## config.mk

```make
export PLATFORM = sky130hd
export DESIGN_NAME = mem_arbiter
export DESIGN_NICKNAME = d
export VERILOG_FILES = /design/src/rtl/mem_arbiter_pkg.sv /design/src/rtl/arb_wdt.sv /design/src/rtl/mem_arbiter.sv
export SDC_FILE = /design/constraint.sdc
export NUM_CORES = 1
export LEC_CHECK = 0
export BUFFER_PORTS_ARGS = -buffer_cell sky130_fd_sc_hd__clkbuf_2
export CAP_MARGIN = 30
export CORE_AREA = 3 3 107 109
export DETAILED_ROUTE_END_ITERATION = 6
export DIE_AREA = 0 0 110 112
export PLACE_DENSITY_LB_ADDON = 0.2
export SYNTH_ARGS = -nofsm -noshare
export SYNTH_HDL_FRONTEND = slang
export SYNTH_SLANG_ARGS = --single-unit
```

## constraint.sdc

```tcl
create_clock -name clk -period 2.35 [get_ports clk]
set_input_delay 0.235 -clock clk [delete_from_list [all_inputs] [get_ports clk]]
set_output_delay 0.235 -clock clk [all_outputs]
set_load 0.05 [all_outputs]
```

## src/rtl/mem_arbiter_pkg.sv

```systemverilog
// Shared types and constants for the IF/MEM unified-bus arbiter.
// State encodings are fixed so they line up with the pipeline debug taps.
package mem_arbiter_pkg;

    localparam int unsigned RegBusW      = 32;
    localparam int unsigned InstAddrBusW = 32;
    localparam logic [3:0]  SelAll       = 4'hF;

    typedef enum logic [1:0] {
        ArbIdle    = 2'b00,
        ArbIfBusy  = 2'b01,
        ArbMemBusy = 2'b10
    } arb_state_e;

    // Busy counter width: 8 bits covers the default limit, wider limits get 16.
    function automatic int unsigned wdt_cnt_w(input int unsigned timeout);
        return (timeout < 256) ? 8 : 16;
    endfunction

    function automatic logic is_busy(input arb_state_e st);
        return (st == ArbIfBusy) || (st == ArbMemBusy);
    endfunction

endpackage

```

## src/rtl/arb_wdt.sv

```systemverilog
// Busy-cycle watchdog for mem_arbiter: counts cycles spent in a bus cycle and
// flags expiry when the count reaches TIMEOUT without a slave ack.
module arb_wdt
    import mem_arbiter_pkg::*;
#(
    parameter int unsigned TIMEOUT = 255
) (
    input  logic clk,
    input  logic rst,
    input  logic start,
    input  logic ack,
    output logic expire
);

    localparam int unsigned CntW = wdt_cnt_w(TIMEOUT);
    localparam logic [CntW-1:0] Limit = CntW'(TIMEOUT);

    logic [CntW-1:0] count_q, count_d;

    assign expire = start & (count_q == Limit);

    // Count is 0 in the first busy cycle and clears as soon as the cycle ends.
    always_comb begin
        count_d = count_q + 1'b1;
        if (!start || ack || expire) begin
            count_d = '0;
        end
    end

    always_ff @(posedge clk or negedge rst) begin
        if (!rst) begin
            count_q <= '0;
        end else begin
            count_q <= count_d;
        end
    end

endmodule

```

## src/rtl/mem_arbiter.sv

```systemverilog
// Fixed-priority arbiter sharing one memory bus between IF and MEM (MEM wins).
// Optional busy timeout with error abort when ARB_TIMEOUT_EN is defined.
module mem_arbiter
    import mem_arbiter_pkg::*;
#(
    parameter int unsigned ADDR_W  = InstAddrBusW,
    parameter int unsigned DATA_W  = RegBusW,
    parameter int unsigned TIMEOUT = 255
) (
    input  logic              clk,
    input  logic              rst,

    input  logic              if_req_i,
    input  logic [ADDR_W-1:0] if_addr_i,
    output logic [DATA_W-1:0] if_rdata_o,
    output logic              if_ack_o,

    input  logic              mem_req_i,
    input  logic              mem_we_i,
    input  logic [3:0]        mem_sel_i,
    input  logic [ADDR_W-1:0] mem_addr_i,
    input  logic [DATA_W-1:0] mem_wdata_i,
    output logic [DATA_W-1:0] mem_rdata_o,
    output logic              mem_ack_o,

    output logic              bus_req_o,
    output logic              bus_we_o,
    output logic [3:0]        bus_sel_o,
    output logic [ADDR_W-1:0] bus_addr_o,
    output logic [DATA_W-1:0] bus_wdata_o,
    input  logic [DATA_W-1:0] bus_rdata_i,
    input  logic              bus_ack_i,

    output logic              stallreq_if_o,
    output logic              stallreq_mem_o,
    output logic              err_o
);

    arb_state_e state_q;
    logic       busy;
    logic       timeout;
    logic       done;

    assign busy = is_busy(state_q);

`ifdef ARB_TIMEOUT_EN
    logic wdt_expire;

    arb_wdt #(
        .TIMEOUT (TIMEOUT)
    ) u_wdt (
        .clk    (clk),
        .rst    (rst),
        .start  (busy),
        .ack    (bus_ack_i),
        .expire (wdt_expire)
    );

    // A slave ack in the expiry cycle wins: normal completion, no error.
    assign timeout = wdt_expire & ~bus_ack_i;
`else
    assign timeout = 1'b0;
`endif

    assign done = busy & (bus_ack_i | timeout);

    always_ff @(posedge clk or negedge rst) begin
        if (!rst) begin
            state_q     <= ArbIdle;
            bus_req_o   <= 1'b0;
            bus_we_o    <= 1'b0;
            bus_sel_o   <= 4'h0;
            bus_addr_o  <= '0;
            bus_wdata_o <= '0;
        end else begin
            unique case (state_q)
                ArbIdle: begin
                    if (mem_req_i) begin
                        state_q     <= ArbMemBusy;
                        bus_req_o   <= 1'b1;
                        bus_we_o    <= mem_we_i;
                        bus_sel_o   <= mem_sel_i;
                        bus_addr_o  <= mem_addr_i;
                        bus_wdata_o <= mem_wdata_i;
                    end else if (if_req_i) begin
                        state_q     <= ArbIfBusy;
                        bus_req_o   <= 1'b1;
                        bus_we_o    <= 1'b0;
                        bus_sel_o   <= SelAll;
                        bus_addr_o  <= if_addr_i;
                        bus_wdata_o <= '0;
                    end else begin
                        bus_req_o   <= 1'b0;
                    end
                end
                ArbIfBusy, ArbMemBusy: begin
                    // Always return through IDLE so the requester can drop req.
                    if (done) begin
                        state_q   <= ArbIdle;
                        bus_req_o <= 1'b0;
                    end
                end
                default: begin
                    state_q   <= ArbIdle;
                    bus_req_o <= 1'b0;
                end
            endcase
        end
    end

    always_comb begin
        if_ack_o    = 1'b0;
        if_rdata_o  = '0;
        mem_ack_o   = 1'b0;
        mem_rdata_o = '0;
        err_o       = 1'b0;
        if (done) begin
            err_o = timeout;
            if (state_q == ArbIfBusy) begin
                if_ack_o   = 1'b1;
                if_rdata_o = timeout ? '0 : bus_rdata_i;
            end else begin
                mem_ack_o   = 1'b1;
                mem_rdata_o = timeout ? '0 : bus_rdata_i;
            end
        end
    end

    assign stallreq_if_o  = if_req_i & ~if_ack_o;
    assign stallreq_mem_o = mem_req_i & ~mem_ack_o;

endmodule
```

==> results.yml <==
status:
  status: "completed"
route:
  drc: 0
  ant_nets: 0
  firstDrtPassIters: 4
  finalWirelength_um: 12700
  avgViaCountPerCell: 5.065
  wire_per_inst_um: 17.21
  detailedRoute.firstIterationViolations: 184
  route.vias.total: 3738
yosys:
  synth.cell_area_mm2: 0.003465
  share_of_the_synthesized_area_in_the_top_cell_type_pct: 52.00
  synth.distinct_cells: 25
  synth.ff_latch_count: 72
  syn-num-nets: 471
  syn-mean-instance-area_um2: 10.50
  ys_seq_area_share_pct: 52.00
  yosys-top-cells-area: "dfrtp_1 (52%), and2_1 (11%), a22o_1 (8.3%)"
  synthCells: 330
  post-synth-top-area-cell: "dfrtp_1"
  yosysWarningCount: 0
global_routing:
  grt.overflow.total: 0
  grt_first_pass_wirelength_um: 18710
  grt_antenna_before_repair: 0
  grt_start_max_net_pins: 73
  first_global_vias: 3588
  globalRouteTotalUtil_pct: 19.61
worst_setup_path:
  worstPathRequired_ns: 2.12
  worst-endpoint-arrival_ns: 1.99
  path_max_fanout: 31
  timing.critical_path.to_type: "output port"
  critical_path_class: "flop to output port"
  timing.critical_path.from_type: "flop"
floorplanning:
  placementRows: 38
  initial_utilization_pct: 32.39
  coreArea_mm2: 0.01070
  floorplan.die.height_um: 112
  fp.dieArea_mm2: 0.01232
  design.portCount: 277
  die_width_um: 110
clock_tree:
  sinks_on_the_clock_net: 72
  clkLatencyLatePin_ns: 0.34
  cts.htree.levels: 3
  tritoncts: "yes"
  clk_pin_slew_ns: 0.08
  cts-root-to-sink-buffers: 2
  cts_hold_buf: 0
  cts_made_buffers: 9
  cts.root.buffer_cell: "clkbuf_8"
cells_and_area:
  final_util_pct: 48.95
  most_common_library_cell_in_the_layout_ignoring_fill_and_taps: "clkbuf_2"
  area_growth_pct: 51.14
  antenna-diode-count: 0
  layout.cells.most_common_list: "clkbuf_2 (227), dfrtp_1 (72), and2_1 (63)"
  layout.nets: 734
  post-route-cell-area_mm2: 0.005236
  layout-drive-gt1-share_pct: 50.67
placement:
  preCtsSetupSlack_ns: 0.3916
  io_buffer_count: 275
  gp_routability_congestion: 0.8198
  placed_area_mm2: 0.004923
  post-dp-hpwl_um: 9606
run:
  drv_cap: 0
sta:
  worstMarginPinSlew_ns: 0.8859
  setup_failing_eps_final: 0
  slew_violations: 0
  max_clock_freq_mhz: 450.4
  slew_limit_headroom_pct: 40.94
  hold_violations: 0
  finalClockSkew_ns: 0.007883
  worst_slack_ns: 0.1298
  period_share_pct: 94.48
  finalSetupTns_ns: 0
  min_period_ns: 2.220
power:
  max-vdd-ir-drop_v: 0.0007989
  power.density_mw_per_mm2: 1634
  power_mw: 8.557
  leakagePower_nw: 2.779
min_path:
  hp-class: "input port to async pin"
==> metal layers <==
metal	part of all wire [%]	track usage [%]	wire, um
met5	0	0	0
met4	2.4	6.733	302
met3	7.7	4.232	976
met2	52	35.07	6561
met1	38	22.75	4859
==> path summary, 6_finish.rpt <==
kind,slack (ns),depth (start not counted),from,end
max in group asynchronous,1.76,1,rst,bus_addr_o[31]
worst max register to register,0.47,5,state_q[1],bus_wdata_o[22]
worst max-delay path,0.13,6,state_q[0],if_rdata_o[22]
worst min-delay path,0.01,1,rst,bus_wdata_o[15]
worst min register to register,0.50,1,bus_sel_o[0],bus_sel_o[0]
min in group clk,0.11,2,mem_wdata_i[21],bus_wdata_o[21]
==> critical path: stages, from the launching register on <==
cell and delay, ns:
dfrtp_1 0.39, inv_1 0.06, ha_1 0.35, and3_1 0.17, buf_4 0.24, and2_1 0.17, buf_2 0.26
==> sequential cells by signal, summed over array words and instances (netlist names) <==
| signal | count |
|---|---|
| bus_addr_o | 32 |
| bus_req_o | 1 |
| bus_sel_o | 4 |
| bus_wdata_o | 32 |
| bus_we_o | 1 |
| state_q | 2 |
==> repair_timing <==
item	in CTS	in global routing
buffers inserted	0	0
resized for setup	1	72
endpoints found under the setup margin	1	62
pin swaps	0	0
==> per-stage QoR <==
stage	instances	hold slack (ns)
6_report	738	0.01193
2_1_floorplan	330	-0.06059
4_1_cts	738	0.04017
3_3_place_gp	722	0.4174
5_1_grt	738	0.06263
3_5_place_dp	722	0.4237
==> logic make-up after synthesis <==
family / count (synthesis) / synth area share [%]
AO/OA/AOI/OAI: 105 / 23.91
adder cells (fa/ha/maj): 3 / 1.084
buffers and inverters: 35 / 5.020
flip-flops: 72 / 52.00
multiplexers: 1 / 0.3250
other: 1 / 0.1082
AND/OR/NAND/NOR: 113 / 17.55
==> synth_stat cells (all sizes together) <==
| cell | count |
|---|---|
| a21o | 1 |
| a21oi | 2 |
| a22o | 33 |
| and2 | 64 |
| and3 | 2 |
| buf | 16 |
| clkbuf | 16 |
| conb | 1 |
| dfrtp | 72 |
| ha | 3 |
| inv | 3 |
| mux2 | 1 |
| nand2 | 5 |
| nand2b | 2 |
| nand3 | 1 |
| nor2 | 36 |
| nor2b | 2 |
| o22a | 4 |
| o22ai | 33 |
| o32ai | 32 |
| or2 | 1 |
==> where the power goes <==
group / total (mW) / switching, mW / leakage (nW) / internal, mW
logic: 5.14 / 3.87 / 1.80 / 1.27
registers: 2.23 / 0.416 / 0.860 / 1.81
clock network: 1.19 / 0.480 / 0.119 / 0.706
total: 8.56 / 4.77 / 2.78 / 3.79
==> area by class of cell <==
type	instances	area, um2
fill	1025	5461
sequential	72	1802
timing repair buffer	284	1515
multi-input combinational	223	1489
tap	140	175.2
clock buffer	9	123.9
clock inverter	7	120.1
inverter	3	11.26
Power figures use the tool's default switching activity.
